**src/rtl/bp_pkg.sv**
```systemverilog
// Shared branch-predictor definitions for the PHT access controller.
// Holds the 2-bit counter encodings, the saturating counter update and the
// controller state encoding.
package bp_pkg;

  localparam logic [1:0] STRONG_NT = 2'b00;
  localparam logic [1:0] WEAK_NT   = 2'b01;
  localparam logic [1:0] WEAK_T    = 2'b10;
  localparam logic [1:0] STRONG_T  = 2'b11;

  typedef enum logic [0:0] {
    INIT = 1'b0,
    RUN  = 1'b1
  } pht_state_e;

  // Saturating 2-bit counter step towards the resolved outcome.
  function automatic logic [1:0] ctr_next(input logic [1:0] ctr, input logic taken);
    if (taken) begin
      return (ctr == STRONG_T) ? STRONG_T : ctr + 2'd1;
    end
    return (ctr == STRONG_NT) ? STRONG_NT : ctr - 2'd1;
  endfunction

endpackage

```
**src/rtl/bp_upd_fifo.sv**
```systemverilog
// Synchronous FIFO buffering resolved-branch counter updates.
// Ports: clk, rst (sync, active-high) | push, push_data | pop, pop_data
// (head entry, valid while !empty) | full, empty, count (occupancy).
module bp_upd_fifo #(
  parameter int unsigned WIDTH = 13,
  parameter int unsigned DEPTH = 4
) (
  input  logic                       clk,
  input  logic                       rst,
  input  logic                       push,
  input  logic [WIDTH-1:0]           push_data,
  input  logic                       pop,
  output logic [WIDTH-1:0]           pop_data,
  output logic                       full,
  output logic                       empty,
  output logic [$clog2(DEPTH):0]     count
);

  localparam int unsigned PW = $clog2(DEPTH);
  localparam int unsigned CW = PW + 1;
  localparam logic [CW-1:0] DEPTH_C = CW'(DEPTH);

  logic [WIDTH-1:0] store [DEPTH];
  logic [PW-1:0]    wr_ptr;
  logic [PW-1:0]    rd_ptr;
  logic             do_push;
  logic             do_pop;

  assign full     = (count == DEPTH_C);
  assign empty    = (count == '0);
  assign do_push  = push && !full;
  assign do_pop   = pop && !empty;
  assign pop_data = store[rd_ptr];

  // Power-of-two depth: pointers wrap by natural overflow.
  always_ff @(posedge clk) begin
    if (rst) begin
      wr_ptr <= '0;
      rd_ptr <= '0;
      count  <= '0;
    end else begin
      if (do_push) wr_ptr <= wr_ptr + 1'b1;
      if (do_pop)  rd_ptr <= rd_ptr + 1'b1;
      case ({do_push, do_pop})
        2'b10:   count <= count + 1'b1;
        2'b01:   count <= count - 1'b1;
        default: count <= count;
      endcase
    end
  end

  always_ff @(posedge clk) begin
    if (do_push) store[wr_ptr] <= push_data;
  end

endmodule

```
**src/rtl/pht_access_ctrl.sv**
```systemverilog
// Access controller for a single-port 2-bit-counter PHT SRAM.
// Runs the post-reset initialisation sweep, then arbitrates one SRAM access
// per cycle between fetch lookups and queued counter updates.
// Ports:
//   clk, rst                      clock, sync active-high reset
//   lkp_valid/idx/ready           lookup request handshake
//   lkp_rvalid/ctr/taken          lookup result, one cycle after acceptance
//   upd_valid/idx/ctr_old/taken   resolved-branch update request
//   upd_ready                     update accepted into the queue
//   mem_en/we/addr/wdata/rdata    SRAM macro interface
//   init_done                     sweep complete, table usable
module pht_access_ctrl
  import bp_pkg::*;
#(
  parameter int unsigned IDX_W      = 10,
  parameter int unsigned FIFO_DEPTH = 4,
  parameter logic [1:0]  INIT_VAL   = 2'b10
) (
  input  logic             clk,
  input  logic             rst,
  input  logic             lkp_valid,
  input  logic [IDX_W-1:0] lkp_idx,
  output logic             lkp_ready,
  output logic             lkp_rvalid,
  output logic [1:0]       lkp_ctr,
  output logic             lkp_taken,
  input  logic             upd_valid,
  input  logic [IDX_W-1:0] upd_idx,
  input  logic [1:0]       upd_ctr_old,
  input  logic             upd_taken,
  output logic             upd_ready,
  output logic             mem_en,
  output logic             mem_we,
  output logic [IDX_W-1:0] mem_addr,
  output logic [1:0]       mem_wdata,
  input  logic [1:0]       mem_rdata,
  output logic             init_done
);

  localparam int unsigned ENT_W = IDX_W + 3;
  localparam int unsigned CNT_W = $clog2(FIFO_DEPTH) + 1;

  pht_state_e       state;
  logic [IDX_W-1:0] init_cnt;

  logic             fifo_full;
  logic             fifo_empty;
  logic [CNT_W-1:0] fifo_count;
  logic [ENT_W-1:0] fifo_head;
  logic             push;
  logic             pop;
  logic             lkp_go;
  logic             in_run;

  logic [IDX_W-1:0] head_idx;
  logic [1:0]       head_old;
  logic             head_taken;

  // Outputs are gated by rst so nothing reaches the SRAM while reset is held.
  assign in_run    = (state == RUN) && !rst;
  assign init_done = (state == RUN);
  assign lkp_ready = in_run && !fifo_full;
  assign upd_ready = in_run && !fifo_full;
  assign lkp_go    = lkp_valid && lkp_ready;
  assign push      = upd_valid && upd_ready;
  // A full queue blocks lookups, so lkp_go is low and the head drains.
  assign pop       = in_run && !fifo_empty && !lkp_go;

  assign head_idx   = fifo_head[ENT_W-1:3];
  assign head_old   = fifo_head[2:1];
  assign head_taken = fifo_head[0];

  assign lkp_ctr   = mem_rdata;
  assign lkp_taken = lkp_ctr[1];

  bp_upd_fifo #(
    .WIDTH (ENT_W),
    .DEPTH (FIFO_DEPTH)
  ) u_fifo (
    .clk       (clk),
    .rst       (rst),
    .push      (push),
    .push_data ({upd_idx, upd_ctr_old, upd_taken}),
    .pop       (pop),
    .pop_data  (fifo_head),
    .full      (fifo_full),
    .empty     (fifo_empty),
    .count     (fifo_count)
  );

  always_comb begin
    mem_en    = 1'b0;
    mem_we    = 1'b0;
    mem_addr  = '0;
    mem_wdata = '0;
    if (!rst && state == INIT) begin
      mem_en    = 1'b1;
      mem_we    = 1'b1;
      mem_addr  = init_cnt;
      mem_wdata = INIT_VAL;
    end else if (lkp_go) begin
      mem_en   = 1'b1;
      mem_addr = lkp_idx;
    end else if (pop) begin
      mem_en    = 1'b1;
      mem_we    = 1'b1;
      mem_addr  = head_idx;
      mem_wdata = ctr_next(head_old, head_taken);
    end
  end

  always_ff @(posedge clk) begin
    if (rst) begin
      state      <= INIT;
      init_cnt   <= '0;
      lkp_rvalid <= 1'b0;
    end else begin
      if (state == INIT) begin
        init_cnt <= init_cnt + 1'b1;
        if (init_cnt == '1) state <= RUN;
      end
      lkp_rvalid <= lkp_go;
    end
  end

  a_fifo_count_consistent : assert property (
    @(posedge clk) disable iff (rst) fifo_empty == (fifo_count == '0)
  );

endmodule

```
**config.mk**
```make
export PLATFORM = sky130hd
export DESIGN_NAME = pht_access_ctrl
export DESIGN_NICKNAME = d
export VERILOG_FILES = /design/src/rtl/bp_pkg.sv /design/src/rtl/bp_upd_fifo.sv /design/src/rtl/pht_access_ctrl.sv
export SDC_FILE = /design/constraint.sdc
export NUM_CORES = 1
export LEC_CHECK = 0
export ABC_AREA = 1
export BUFFER_PORTS_ARGS = -buffer_cell sky130_fd_sc_hd__buf_4
export CAP_MARGIN = 20
export CORE_MARGIN = 2
export CORE_UTILIZATION = 35
export DETAILED_ROUTE_END_ITERATION = 8
export HOLD_SLACK_MARGIN = 0.06
export PLACE_DENSITY = 0.64
export SYNTH_ARGS = -nofsm -noshare
export SYNTH_HDL_FRONTEND = slang
export SYNTH_SLANG_ARGS = --single-unit
```
**constraint.sdc**
```tcl
create_clock -name clk -period 2.75 [get_ports clk]
set_clock_uncertainty 0.15 [all_clocks]
set_input_delay 0.1375 -clock clk [delete_from_list [all_inputs] [get_ports clk]]
set_output_delay 0.1375 -clock clk [all_outputs]
set_load 0.01 [all_outputs]
```
# Word-level counts from Yosys, hierarchy flattened
# Memories as Yosys holds them, arrays and structs flattened. A register that Yosys moved wholly into a read port is not among the register bits.
# Cells that the tools add are included.
# totals
regBits,19
input_bits,29
wordCells,62
mem_bits_rw,52
n_memories,1
# classes
mux,26
reduce_logical,16
n_addsub,7
eq_ne,5
n_bitwise,1
# mem_list
name,words,word_bits,read_ports,rd_ports_with_merged_regs,write_ports,line,source
u_fifo.store,4,13,1,1,1,bp_upd_fifo.sv:23,logic [WIDTH-1:0] store [DEPTH];
# op_table
operator,n
10-bit 2-to-1 mux,3
2-bit 2-to-1 mux,9
1-bit 2-to-1 mux,13
10-bit by 1-bit adder with 10-bit output (second input constant),1
10-bit equality test (second input constant),1
1-bit logical AND,9
2-bit by 1-bit adder with 2-bit output (second input constant),3
3-bit one-hot mux with 2 select lines,1
2-bit equality test (second input constant),2
1-bit zero test,4
3-bit by 1-bit adder with 3-bit output (second input constant),1
3-bit equality test (second input constant),1
3-bit zero test,1
3-bit by 1-bit subtractor with 3-bit output (second input constant),1
2-bit by 1-bit equality test with 1-bit output (second input constant),1
2-bit zero test,1
2-bit nonzero test,1
2-bit by 1-bit subtractor with 2-bit output (second input constant),1
1-bit inverter,1

# Longest topological paths before layout
# Gate-level depths: netlist (run 1).
# depth
word_depth,13
mapped_depth,13
depth_no_buf,12

# By module
# From an unflattened synthesis (run 1), not the netlist that was laid out.
# hier_totals
cells_unflattened,335
hier_area_um2,3399.5
# modules_own_cells
mod,seq_area_each_um2,cells_each,instances,area_each_um2
bp_upd_fifo,1741.7,196,1,2518.7
pht_access_ctrl,240.2,139,1,880.8

# Worst setup path after synthesis (run 1)
# Ideal clock, no wire load.
# synth_timing
kind,reg-to-reg
from,register state (netlist: init_done)
to,register u_fifo.count[2]
arrival_time_ns,1.933
period_less_slack_ns,2.205
setup_slack_ns,0.545
required_ns,2.478
path_buffers,1
path_stages_with_launch,13
path_cell_list,dfxtp_1 > nand2_1 > a21oi_2 > nand2_2 > inv_2 > buf_6 > ha_1 > inv_1 > fa_1 > a21oi_1 > o21ai_0 > o21ai_0 > a21oi_1
# synth_via
elab_chain_cells,8
word_cells_on_any_way,13
classes_between,eq/ne: 2; mux: 1; reduce/logical: 10
# synth_rtl
element,line,source
from (decl),pht_access_ctrl.sv:43,pht_state_e state;
from (signal assigned),pht_access_ctrl.sv:114,state <= INIT;
from (signal assigned),pht_access_ctrl.sv:120,if (init_cnt == '1) state <= RUN;
1-bit logical AND *,pht_access_ctrl.sv:60,assign in_run = (state == RUN) && !rst;
1-bit logical AND,pht_access_ctrl.sv:62,assign lkp_ready = in_run && !fifo_full;
1-bit logical AND,pht_access_ctrl.sv:64,assign lkp_go = lkp_valid && lkp_ready;
1-bit zero test,pht_access_ctrl.sv:67,assign pop = in_run && !fifo_empty && !lkp_go;
1-bit logical AND *,pht_access_ctrl.sv:67,
1-bit logical AND *,bp_upd_fifo.sv:32,assign do_pop = pop && !empty;
net u_fifo.do_pop,bp_upd_fifo.sv:27,logic do_pop;
2-bit by 1-bit equality test with 1-bit output or 2-bit equality test (tied branches),bp_upd_fifo.sv:44,"case ({do_push, do_pop})"
3-bit one-hot mux with 2 select lines or 2-bit nonzero test (tied branches),--,
to (signal assigned),bp_upd_fifo.sv:45,2'b10: count <= count + 1'b1;
to (signal assigned),bp_upd_fifo.sv:46,2'b01: count <= count - 1'b1;
to (signal assigned),bp_upd_fifo.sv:47,default: count <= count;
to (decl),bp_upd_fifo.sv:16,output logic [$clog2(DEPTH):0] count
# The timed path passes the listed nets; every way through them passes the cells marked *.
# A chain may end at the register's enable or synchronous reset.

# Final worst setup path (run 1)
# layout_timing
from,input port rst
to,register u_fifo.count[2]
# layout_via
elab_chain_cells,9
word_cells_on_any_way,14
classes_between,eq/ne: 2; mux: 1; reduce/logical: 11
# layout_rtl
element,line,source
from (decl),pht_access_ctrl.sv:20,"input logic rst,"
1-bit zero test,pht_access_ctrl.sv:60,
1-bit logical AND,pht_access_ctrl.sv:60,
1-bit logical AND,"pht_access_ctrl.sv:62, pht_access_ctrl.sv:63",
1-bit logical AND,pht_access_ctrl.sv:64,
1-bit zero test,pht_access_ctrl.sv:67,
1-bit logical AND,pht_access_ctrl.sv:67,
1-bit logical AND,bp_upd_fifo.sv:32,
2-bit by 1-bit equality test with 1-bit output or 2-bit equality test (tied branches),bp_upd_fifo.sv:44,
3-bit one-hot mux with 2 select lines or 2-bit nonzero test (tied branches),--,
# Several ways; a longest one is shown, not always the timed one.

==> results of run 1 <==
==> cells in the mapped netlist (all sizes together), types with 3 or more instances <==
| cell type | number |
|---|---|
| edfxtp | 52 |
| nand4 | 3 |
| o21ai | 29 |
| inv | 30 |
| dfxtp | 21 |
| o22ai | 10 |
| buf | 9 |
| a21oi | 15 |
| nand2 | 82 |
| clkbuf | 6 |
| nand3 | 22 |
| nor3 | 3 |
| ha | 6 |
| nor2 | 44 |
==> report_power, final <==
part	total, mW	switching (mW)	internal, mW
Clock	0.683	0.367	0.317
Combinational	0.0906	0.0384	0.0522
Sequential	1.18	0.00533	1.18
Total	1.96	0.410	1.55
==> area by class of cell <==
cell class | instances | area [um2] | share of cell area, %
Clock buffer | 11 | 131 | 3.29
Timing Repair Buffer | 66 | 536 | 13.4
Multi-Input combinational cell | 221 | 1070 | 26.8
Tap cell | 111 | 139 | 3.47
Sequential cell | 73 | 1980 | 49.6
Inverter | 30 | 116 | 2.91
Clock inverter | 4 | 21.3 | 0.532
==> cells by family after synthesis <==
| family | Yosys count | synth area share, % |
|---|---|---|
| buffers and inverters | 45 | 6.11 |
| flip-flops | 73 | 60.9 |
| AND/OR/NAND/NOR | 156 | 20.3 |
| XOR/XNOR | 1 | 0.269 |
| AO/OA/AOI/OAI | 57 | 9.54 |
| adder cells (fa/ha/maj) | 7 | 2.92 |
==> layer usage <==
metal | routed length, um | part of all wire [%] | up-vias
li1 | - | - | 1263
met1 | 3530 | 49 | 1166
met2 | 3340 | 46 | 51
met3 | 249 | 3.4 | 14
met4 | 145 | 2.0 | 0
met5 | 0 | 0 | -
==> through the flow <==
stage | setup WS (ns) | instance area, um2
3_5_place_dp | 0.291 | 3680
3_3_place_gp | 0.388 | 3680
5_1_grt | 0.0232 | 4000
4_1_cts | 0.0773 | 4000
6_report | 0.195 | 4000
2_1_floorplan | 0.545 | 3250
==> worst max-delay path by stage <==
stage / to / slack, ns / cells past startpoint
2_1_floorplan: u_fifo.count[2] / 0.55 / 12
3_3_place_gp: u_fifo.count[2] / 0.39 / 13
3_5_place_dp: u_fifo.count[2] / 0.29 / 13
4_1_cts: u_fifo.count[2] / 0.08 / 14
5_1_grt: u_fifo.count[2] / 0.02 / 14
6_report: u_fifo.count[2] / 0.19 / 14
==> registers in the layout (all words and copies together) (netlist names), named ones only <==
register and count:
u_fifo.store 52, init_cnt 10, u_fifo.count 3, u_fifo.rd_ptr 2
u_fifo.wr_ptr 2, init_done 1, lkp_rvalid 1
==> layout by cell type (no fill, tap or decap), types with 10 or more instances in the layout <==
cell type / n
a21oi_1: 14
buf_4: 50
dfxtp_1: 21
dlygate4sd3_1: 16
edfxtp_1: 52
inv_1: 26
nand2_1: 81
nand3_1: 18
nor2_1: 43
o21ai_0: 29
o22ai_1: 10
==> repair_timing <==
action | in CTS | in global routing
hold endpoints to repair | 62 | 0
hold buffers | 16 | 0
setup endpoints to repair | 0 | 1
gates resized for setup | 0 | 2
==> impl_summary.log, run 1 <==
[metrics] peak-usage layer in the global routing report: met2
[metrics] reg-to-reg critical path endpoint: u_fifo.count[2]
[metrics] routed via count divided by cell count: 4.83
[metrics] share of the synthesized area in the top cell type: 48.0%
[metrics] cell class contributing the biggest share of worst-path delay: buffers and inverters
[metrics] maximum clock insertion buffer count: 2
[metrics] number of flops mapped to enable cells by yosys: 52
[metrics] startpoint class of the critical path: input port
[metrics] Power Density: 490 nW/um2
[metrics] Crit. End Element: register
[metrics] number of port buffers: 44
[metrics] maximum vdd drop: 0.000191 V
[metrics] detailed router's first-iteration violation count: 145
[metrics] detailed placer's ending HPWL: 5080 um
[metrics] average cell area after synthesis: 9.60 um2
[metrics] worst reg2reg path depth: 12
[metrics] total count of max-transition violations in the final report: 0
[metrics] worst hold path startpoint: mem_rdata[0]
[metrics] Cells after DPL: 485
[metrics] asr flop ratio synth: 0%
[metrics] leakage: 1.60 nW
[metrics] most used flip-flop cell after synthesis: edfxtp_1
[metrics] post-synth top area cell: edfxtp_1
[metrics] count of cell types in the netlist: 28
[metrics] final total negative setup slack: 0 ns
[metrics] buffer type at the clock tree root: clkbuf_8
[metrics] worst hold path stage count: 0
[metrics] Worst Max-Slew Pin Slew: 0.856 ns
[metrics] met1 track demand over resource in global routing: 21.0%
[metrics] starting utilization of the core area: 35.7%
[metrics] met2 layer usage reported by global route: 25.2%
[metrics] CTS HTree Levels: 3
[metrics] type of the most critical hold path: input port to output pin
[metrics] total wire length: 7270 um
[metrics] crit path max-delay cell type: dlygate4sd3_1
[metrics] number of flip-flops and latches in the synthesized netlist: 73
[metrics] setup slack on the worst flop-to-flop path: 0.41 ns
[metrics] Max stage delay on crit path: 0.54 ns
[metrics] ordered cell list for the critical path: dlygate4sd3_1 -> buf_4 -> clkinv_2 -> nand2_1 -> a21oi_2 -> nand2_2 -> inv_4 -> ha_1 -> inv_1 -> fa_1 -> a21oi_1 -> o21ai_0 -> o21ai_0 -> a21oi_1
[metrics] Layout Nets: 437
[metrics] Pre-antenna DRT Iters: 4
[metrics] non-filler instance count after layout: 516
[metrics] RePlAce Congestion: 0.882
[metrics] Req. time, crit path: 2.83 ns
[metrics] number of clock sinks: 73
[metrics] Tmin final: 2.56 ns
[metrics] top area cells in the synthesized netlist: edfxtp_1, dfxtp_1, nand2_1, nor2_1, o21ai_0
[metrics] count of inserted antenna diode cells: 0
[metrics] netlist area before placement: 3250 um2
[metrics] setup repair after global routing missed its margin: no
[metrics] yosys synthesis warning count: 0
[metrics] CP Data Arrival Time: 2.64 ns
[metrics] number of DRC violations after detailed routing: 0
[metrics] clock insertion delay at the later pin of the skew report: 0.34 ns
[metrics] highest clock frequency the design can meet: 391 MHz
[metrics] launch point of the worst path: rst
[metrics] top-level I/O count: 50
[metrics] number of antenna-violating nets in the routed design: 0
[metrics] overflow left after global routing: 0
[metrics] final core utilization: 43.9%
[metrics] number of buffers inserted during clock tree synthesis: 9
[metrics] die width: 100 um
[metrics] Min-Delay Endpoint: lkp_ctr[0]
[metrics] core outline area: 9110 um2
[metrics] Clock transition at path regs: 0.07 ns
[metrics] worst reg2reg path startpoint: u_fifo.count[0]
[metrics] largest net degree at the start of global routing: 28
[metrics] post-route fraction of the period consumed by the critical path: 92.9%
[metrics] relative slew slack: 42.7%
[metrics] TritonCTS clock tree: built
[metrics] Tot GR Track Use: 15.6%
[metrics] run status: completed
[metrics] global-route wire length before repair: 12,100 um
[metrics] antenna violations before repair: 0
[metrics] share of the yosys chip area belonging to registers: 60.9%
[metrics] met3 track demand over resource: 2.65%
[metrics] largest fanout of any net on the critical path: 15
[metrics] synthesized net count: 375
[metrics] Site Rows: 35
[metrics] tightest hold margin: 0.125 ns
[metrics] filler cell count in the final layout: 888
[metrics] routed vias: 2,494
[metrics] area of the die: 10,100 um2
[metrics] number of max-cap violations: 0
[metrics] average wire per standard cell: 14.1 um
[metrics] via count of the first global-routing pass: 2,504
[metrics] overall power: 1.96 mW
[metrics] count of mapped cells out of synthesis: 339
[metrics] count of final setup violators: 0
[metrics] Buffers & Inverters on Critical Path: 5
[metrics] path type of the worst setup path: input port to register
[metrics] Hold Vio Cnt, Final: 0
[metrics] vertical die dimension: 100 um
[metrics] total setup buffers inserted after CTS: 0
[metrics] fraction of final layout cells sized beyond drive strength 1: 18.3%
[metrics] post-synthesis to final-layout area growth: 22.9%
No activity file was read; power rests on OpenSTA's default activity.
==> run 2, diff against run 1 <==
Settings changed: PLACE_DENSITY 0.64 to 0.63, SYNTH_HIERARCHICAL set to 1.
==> run 2 against run 1 <==
  * Combinational power shrank 2%
  * Largest cell class unchanged
  * Synthesized cell count is 1.2% lower
  * Largest power group unchanged
  * Sequential power is essentially flat
  * Wire length rose by 0.92%
  * Flip-flop and latch count stayed put
==> impl_summary.log, run 2 <==
[metrics] top cells by instance count after synthesis: nand2_1, edfxtp_1, nor2_1
[metrics] number of buffers inserted during clock tree synthesis: 9 (unchanged)
[metrics] area of the die: 10,500 um2 (+4.3%)
[metrics] Max stage delay on crit path: 0.38 ns (-0.16 ns)
[metrics] relative contribution of sequential cells to total power: 60.1% (-0.4 points)
[metrics] Site Rows: 35 (unchanged)
[metrics] starting utilization of the core area: 36.4% (+0.72 points)
[metrics] crit path max-delay cell type: fa_1
[metrics] number of flip-flops and latches in the synthesized netlist: 73 (unchanged)
[metrics] total wire length: 7330 um (+0.92%)
[metrics] clock insertion delay at the later pin of the skew report: 0.34 ns (about the same)
[metrics] number of port buffers: 44 (unchanged)
[metrics] post-route fraction of the period consumed by the critical path: 88.7% (-4.3 points)
[metrics] routed via count divided by cell count: 4.68 (-3.1%)
[metrics] die width: 103 um (+2.1%)
[metrics] ordered cell list for the critical path: inv_2 -> nand3_2 -> inv_2 -> inv_1 -> nand4_2 -> nand2_4 -> inv_4 -> inv_1 -> nor2_1 -> ha_1 -> inv_1 -> fa_1 -> inv_1 -> nand2_1 -> nand3_1 -> nand2_1 -> inv_1 -> nor2_1
[metrics] relative slew slack: 68.3% (+26 points)
[metrics] TritonCTS clock tree: built
[metrics] post-synth top area cell: edfxtp_1
[metrics] number of flops mapped to enable cells by yosys: 52 (unchanged)
[metrics] largest fanout of any net on the critical path: 12 (-3)
[metrics] total count of max-transition violations in the final report: 0 (unchanged)
[metrics] maximum clock insertion buffer count: 2 (unchanged)
[metrics] overall power: 1.97 mW (+0.41%)
[metrics] netlist area before placement: 3400 um2 (+4.5%)
[metrics] type of the most critical hold path: input port to output pin
[metrics] Req. time, crit path: 2.84 ns (about the same)
[metrics] routed vias: 2,505 (+0.44%)
[metrics] count of inserted antenna diode cells: 0 (unchanged)
[metrics] RePlAce Congestion: 0.795 (-9.9%)
[metrics] asr flop ratio synth: 0% (unchanged)
[metrics] via count of the first global-routing pass: 2,477 (-1.1%)
[metrics] yosys synthesis warning count: 6 (+6)
[metrics] top area cells in the synthesized netlist: edfxtp_1, dfxtp_1, nand2_1, nor2_1, o21ai_0
[metrics] area of the multi-input gates: 1150 um2 (+6.9%)
[metrics] startpoint class of the critical path: register
[metrics] core outline area: 9330 um2 (+2.4%)
[metrics] detailed placer's ending HPWL: 5080 um (about the same)
[metrics] maximum vdd drop: 0.000208 V (+9.2%)
[metrics] path type of the worst setup path: register to register
[metrics] number of antenna-violating nets in the routed design: 0 (unchanged)
[metrics] number of clock sinks: 73 (unchanged)
[metrics] total setup buffers inserted after CTS: 0 (unchanged)
[metrics] average wire per standard cell: 13.7 um (-2.7%)
[metrics] CTS HTree Levels: 3 (unchanged)
[metrics] internal power consumption: 1.56 mW (+0.49%)
[metrics] final total negative setup slack: 0 ns (unchanged)
[metrics] Pre-antenna DRT Iters: 4 (unchanged)
[metrics] crit-path most repeated cell: inv_1
[metrics] count of cell types in the netlist: 37 (+32%)
[metrics] number of max-cap violations: 0 (unchanged)
[metrics] most flop-heavy register: u_fifo/store
[metrics] post-synthesis to final-layout area growth: 21.5%
[metrics] count of mapped cells out of synthesis: 335 (-1.2%)
[metrics] Tmin final: 2.44 ns (-0.117 ns)
[metrics] detailed router's first-iteration violation count: 121 (-17%)
[metrics] global-route wire length before repair: 11,900 um (-1.7%)
[metrics] Worst Max-Slew Pin Slew: 0.473 ns (-0.383 ns)
[metrics] antenna violations before repair: 0 (unchanged)
[metrics] largest registers: u_fifo/store (52), init_cnt (10), u_fifo/count (3)
[metrics] switching portion of total power: 20.9% (-0.064 points)
[metrics] average cell area after synthesis: 10.1 um2 (+5.7%)
[metrics] largest net degree at the start of global routing: 27 (-3.6%)
[metrics] P_sw: 0.411 mW (+0.10%)
[metrics] setup repair after global routing missed its margin: no
[metrics] Power Density: 476 nW/um2 (-2.8%)
[metrics] top-level I/O count: 50 (unchanged)
[metrics] part of the total power dissipated in combinational logic: 4.5% (about the same)
[metrics] number of DRC violations after detailed routing: 0 (unchanged)
[metrics] leakage: 1.60 nW (about the same)
[metrics] sequential cell area: 1980 um2 (unchanged)
[metrics] filler cell count in the final layout: 898 (+1.1%)
[metrics] library cell with the highest instance count after synthesis: nand2_1
[metrics] Layout Nets: 437 (unchanged)
[metrics] Tot GR Track Use: 15.0% (-0.63 points)
[metrics] Hold Vio Cnt, Final: 0 (unchanged)
[metrics] share of the synthesized area in the top cell type: 45.9% (-2.0 points)
[metrics] max FFs per register: 52 (unchanged)
[metrics] CP Data Arrival Time: 2.53 ns (-0.11 ns)
[metrics] most common cell after layout, fill and taps aside: nand2_1
[metrics] fraction of final layout cells sized beyond drive strength 1: 23.6% (+5.4 points)
[metrics] portion of total power attributed to the clock network: 35.3% (+0.4 points)
[metrics] vertical die dimension: 103 um (+2.1%)
[metrics] commonest cells after routing, fill and taps aside: nand2_1, buf_4, edfxtp_1
[metrics] buffer type at the clock tree root: clkbuf_8
[metrics] overflow left after global routing: 0 (unchanged)
[metrics] count of final setup violators: 0 (unchanged)
[metrics] Clock transition at path regs: 0.07 ns (about the same)
[metrics] run status: completed
[metrics] most used flip-flop cell after synthesis: edfxtp_1
[metrics] Crit. End Element: register
[metrics] share of the yosys chip area belonging to registers: 58.3% (-2.6 points)
[metrics] highest clock frequency the design can meet: 410 MHz (+4.8%)
[metrics] synthesized net count: 371 (-1.1%)
==> run 2: cell types whose count changed in the layout (fill, tap and decap cells not counted), moves of 4 or more <==
cell     change
inv_2        +4
o21ai_1      +6
nand2_1     -20
nor2_2       +6
o21ai_0      -5
o22ai_2      +5
nor2_1       +4
==> run 2: critical path: cells and delay by family (launching register included) <==
family | cells | cell delay (ns)
buffers and inverters | 8 | 0.63
and+or+nand+nor | 8 | 0.69
adders and majority gates | 2 | 0.56
DFF | 1 | 0.32
==> run 2: kinds of logic after synthesis <==
group | count (synthesis) | share of synthesized area [%]
simple gates | 151 | 20.6
flops | 73 | 58.3
compound gates | 57 | 10.0
buf+inv | 46 | 7.95
fa+ha+maj | 7 | 2.80
xor+xnor | 1 | 0.258
==> run 2: cell type report <==
class | count | share of cell area (%)
inverter | 33 | 3.30
clock inverter | 3 | 0.424
clock buffer | 13 | 3.36
sequential | 73 | 48.0
tap | 129 | 3.91
timing repair buffer | 68 | 13.3
multi-input combinational | 216 | 27.8
==> run 2: timing repair <==
action,4_1_cts,5_1_grt
endpoints found under the setup margin,0,1
gates resized for setup,0,1
hold endpoints to repair,64,0
hold buffers,15,0
==> run 2: per-layer routing <==
| metal | track usage, % | routed length [um] | vias up |
|---|---|---|---|
| li1 | - | - | 1264 |
| met3 | 3.05 | 404 | 6 |
| met1 | 19.7 | 3240 | 1164 |
| met5 | 0 | 0 | - |
| met4 | 6.46 | 125 | 0 |
| met2 | 24.1 | 3570 | 71 |
==> run 2: worst paths after layout <==
kind                    from         endpoint  slack, ns  cells past startpoint
min reg2reg      init_cnt[6]      init_cnt[6]       0.31                      2
max reg2reg  u_fifo/count[1]  u_fifo/count[2]       0.31                     18
max          u_fifo/count[1]  u_fifo/count[2]       0.31                     18
min             mem_rdata[1]        lkp_taken       0.13                      0
==> run 2: power by group through the flow <==
stage,clock [mW],combinational (mW),sequential [mW]
final,0.695,0.0889,1.18
after global routing,0.761,0.0970,1.18
after CTS,0.711,0.0893,1.18
after detailed placement,0,0.0719,1.21
after global placement,0,0.0702,1.21
after floorplan,0,0.0260,1.21
==> run 2: through the flow <==
stage	cell area, um2	hold WS [ns]	std cells	setup slack (ns)	util, %
floorplan	3400	0.0566	335	0.436	-
global placement	3820	0.125	504	0.374	41.0
detailed placement	3820	0.125	504	0.251	41.0
CTS	4130	0.125	535	0.235	44.3
global route	4130	0.125	535	0.000486	44.3
finish	4130	0.125	535	0.312	44.3
==> run 3, diff against run 2 <==
Settings changed: MAX_ROUTING_LAYER set to met4, RECOVER_POWER set to 25.
==> run 3 against run 2 <==
  * Global-route usage increased by 0.43 points
  * Critical path depth is 1 lower
  * Cell count is the same
  * Register-to-register slack about the same
  * Die area did not move
  * Sequential power about the same
  * Wire length shrank 0.60%
  * Core utilization decreased by 0.40 points
  * First-iteration DRC count decreased by 5.0%
  * Hold slack stayed put
  * Total power down 0.32%
==> impl_summary.log, run 3 (synthesis gave the netlist of run 2 again) <==
[metrics] run status: completed
[metrics] count of inserted antenna diode cells: 0 (unchanged)
[metrics] total setup buffers inserted after CTS: 0 (unchanged)
[metrics] maximum vdd drop: 0.000208 V (about the same)
[metrics] average wire per standard cell: 13.6 um (-0.60%)
[metrics] commonest cells after routing, fill and taps aside: nand2_1, edfxtp_1, nor2_1
[metrics] part of the total power dissipated in combinational logic: 4.2% (-0.3 points)
[metrics] antenna violations before repair: 0 (unchanged)
[metrics] CTS HTree Levels: 3 (unchanged)
[metrics] Site Rows: 35 (unchanged)
[metrics] worst reg2reg path depth: 17 (-1)
[metrics] relative slew slack: 68.3% (about the same)
[metrics] Req. time, crit path: 2.88 ns (+0.04 ns)
[metrics] post-route fraction of the period consumed by the critical path: 88.8% (+0.16 points)
[metrics] starting utilization of the core area: 36.4% (unchanged)
[metrics] highest clock frequency the design can meet: 409 MHz (-0.18%)
[metrics] maximum clock insertion buffer count: 2 (unchanged)
[metrics] top-level I/O count: 50 (unchanged)
[metrics] crit-path most repeated cell: inv_1
[metrics] via count of the first global-routing pass: 2,472 (-0.20%)
[metrics] Tot GR Track Use: 15.4% (+0.43 points)
[metrics] count of final setup violators: 0 (unchanged)
[metrics] Tmin final: 2.44 ns (+0.00441 ns)
[metrics] worst hold path startpoint: mem_rdata[1]
[metrics] internal power consumption: 1.55 mW (-0.41%)
[metrics] largest registers: u_fifo/store (52), init_cnt (10), u_fifo/count (3)
[metrics] Worst Max-Slew Pin Slew: 0.473 ns (-0.00000453 ns)
[metrics] routed vias: 2,486 (-0.76%)
[metrics] worst hold path stage count: 0 (unchanged)
[metrics] ordered cell list for the critical path: inv_2 -> nand3_2 -> inv_2 -> inv_1 -> nand4_2 -> nand2_4 -> inv_4 -> inv_1 -> nor2_1 -> ha_1 -> inv_1 -> fa_1 -> nand2_1 -> nand3_1 -> nand2_1 -> inv_1 -> nor2_1
[metrics] total wire length: 7290 um (-0.60%)
[metrics] worst slack, placed: 0.251 ns (unchanged)
[metrics] area of the die: 10,500 um2 (unchanged)
[metrics] CP Data Arrival Time: 2.57 ns (+0.04 ns)
[metrics] sequential cell area: 1980 um2 (unchanged)
[metrics] TritonCTS clock tree: built
[metrics] area of the multi-input gates: 1150 um2 (unchanged)
[metrics] die width: 103 um (unchanged)
[metrics] portion of total power attributed to the clock network: 35.5% (+0.2 points)
[metrics] path type of the worst setup path: register to register
[metrics] Min-Delay Endpoint: lkp_taken
[metrics] crit path max-delay cell type: fa_1
[metrics] core outline area: 9330 um2 (unchanged)
[metrics] Pre-antenna DRT Iters: 4 (unchanged)
[metrics] RePlAce Congestion: 0.806 (+1.4%)
[metrics] largest fanout of any net on the critical path: 12 (unchanged)
[metrics] post-synthesis to final-layout area growth: 20.4%
[metrics] setup repair after global routing missed its margin: no
[metrics] leakage: 1.56 nW (-2.3%)
[metrics] Layout Nets: 437 (unchanged)
[metrics] vertical die dimension: 103 um (unchanged)
[metrics] global-route wire length before repair: 11,800 um (-0.29%)
[metrics] final core utilization: 43.9% (-0.40 points)
[metrics] type of the most critical hold path: input port to output pin
[metrics] relative contribution of sequential cells to total power: 60.3% (+0.2 points)
[metrics] detailed router's first-iteration violation count: 115 (-5.0%)
[metrics] Clock transition at path regs: 0.07 ns (about the same)
[metrics] setup slack on the worst flop-to-flop path: 0.31 ns (about the same)
[metrics] Max stage delay on crit path: 0.38 ns (about the same)
[metrics] largest net degree at the start of global routing: 27 (unchanged)
[metrics] tightest hold margin: 0.125 ns (unchanged)
[metrics] total count of max-transition violations in the final report: 0 (unchanged)
[metrics] Crit. End Element: register
[metrics] number of clock sinks: 73 (unchanged)
[metrics] setup slack of the critical path after layout: 0.307 ns (-0.00441 ns)
[metrics] buffer type at the clock tree root: clkbuf_8
[metrics] startpoint class of the critical path: register
[metrics] clock insertion delay at the later pin of the skew report: 0.34 ns (about the same)
[metrics] detailed placer's ending HPWL: 5080 um (unchanged)
[metrics] reg-to-reg critical path endpoint: u_fifo/count[2]
[metrics] switching portion of total power: 21.0% (+0.069 points)
[metrics] number of port buffers: 44 (unchanged)
[metrics] number of antenna-violating nets in the routed design: 0 (unchanged)
[metrics] number of buffers inserted during clock tree synthesis: 9 (unchanged)
[metrics] fraction of final layout cells sized beyond drive strength 1: 21.2% (-2.5 points)
[metrics] final total negative setup slack: 0 ns (unchanged)
[metrics] filler cell count in the final layout: 911 (+1.4%)
[metrics] most common cell after layout, fill and taps aside: nand2_1
[metrics] Hold Vio Cnt, Final: 0 (unchanged)
[metrics] max FFs per register: 52 (unchanged)
[metrics] routed via count divided by cell count: 4.65 (-0.76%)
[metrics] most flop-heavy register: u_fifo/store
[metrics] number of DRC violations after detailed routing: 0 (unchanged)
[metrics] number of max-cap violations: 0 (unchanged)
[metrics] overflow left after global routing: 0 (unchanged)
[metrics] worst reg2reg path startpoint: u_fifo/count[1]
[metrics] Power Density: 479 nW/um2 (+0.59%)
[metrics] P_sw: 0.411 mW (about the same)
[run 3: worst max path at each step]
stage                    start                  to  slack [ns]  cells past startpoint
4_1_cts        u_fifo/count[1]     u_fifo/count[2]        0.23                     18
3_5_place_dp   u_fifo/count[1]     u_fifo/count[2]        0.25                     18
6_report       u_fifo/count[1]     u_fifo/count[2]        0.31                     17
2_1_floorplan        init_done  u_fifo/store[0][0]        0.44                      5
5_1_grt        u_fifo/count[0]     u_fifo/count[2]      0.0005                     18
3_3_place_gp   u_fifo/count[1]     u_fifo/count[2]        0.37                     18
[run 3: metal layers]
metal	GRT usage, %	part of all wire (%)	up-vias
met5	-	0	-
li1	-	-	1262
met1	19.6	44	1151
met3	2.98	5.1	7
met2	24.2	49	66
met4	6.46	2.0	0
[run 3: critical path: cells and delay by family (launching register included)]
| kind | cells | cell delay (ns) |
|---|---|---|
| adder cells (fa/ha/maj) | 2 | 0.57 |
| buffers and inverters | 7 | 0.55 |
| flip-flops | 1 | 0.32 |
| AND/OR/NAND/NOR | 8 | 0.82 |
[run 3: cell type report]
type,instances,area share (%)
inverters,33,3.33
flip-flops and latches,73,48.4
clock inverters,3,0.428
repair buffers,68,12.5
clock buffers,13,3.39
well taps,129,3.94
multi-input cells,216,28.0
[run 3: metrics by stage]
step	area, um2	std cells	power, mW
2_1_floorplan	3400	335	1.23
3_3_place_gp	3820	504	1.28
3_5_place_dp	3820	504	1.28
4_1_cts	4130	535	1.98
5_1_grt	4090	535	2.03
6_report	4090	535	1.96
[run 3: repair_timing]
| item | CTS | global route |
|---|---|---|
| resized for setup | 0 | 1 |
| hold buffers | 15 | 0 |
| setup endpoints to repair | 0 | 1 |
| hold endpoints to repair | 64 | 0 |
[run 3: power groups by stage]
stage | Clock (mW) | Combinational [mW] | Sequential (mW)
floorplan | 0 | 0.0260 | 1.21
finish | 0.695 | 0.0824 | 1.18
detailed placement | 0 | 0.0719 | 1.21
CTS | 0.711 | 0.0893 | 1.18
global route | 0.761 | 0.0904 | 1.18
global placement | 0 | 0.0702 | 1.21
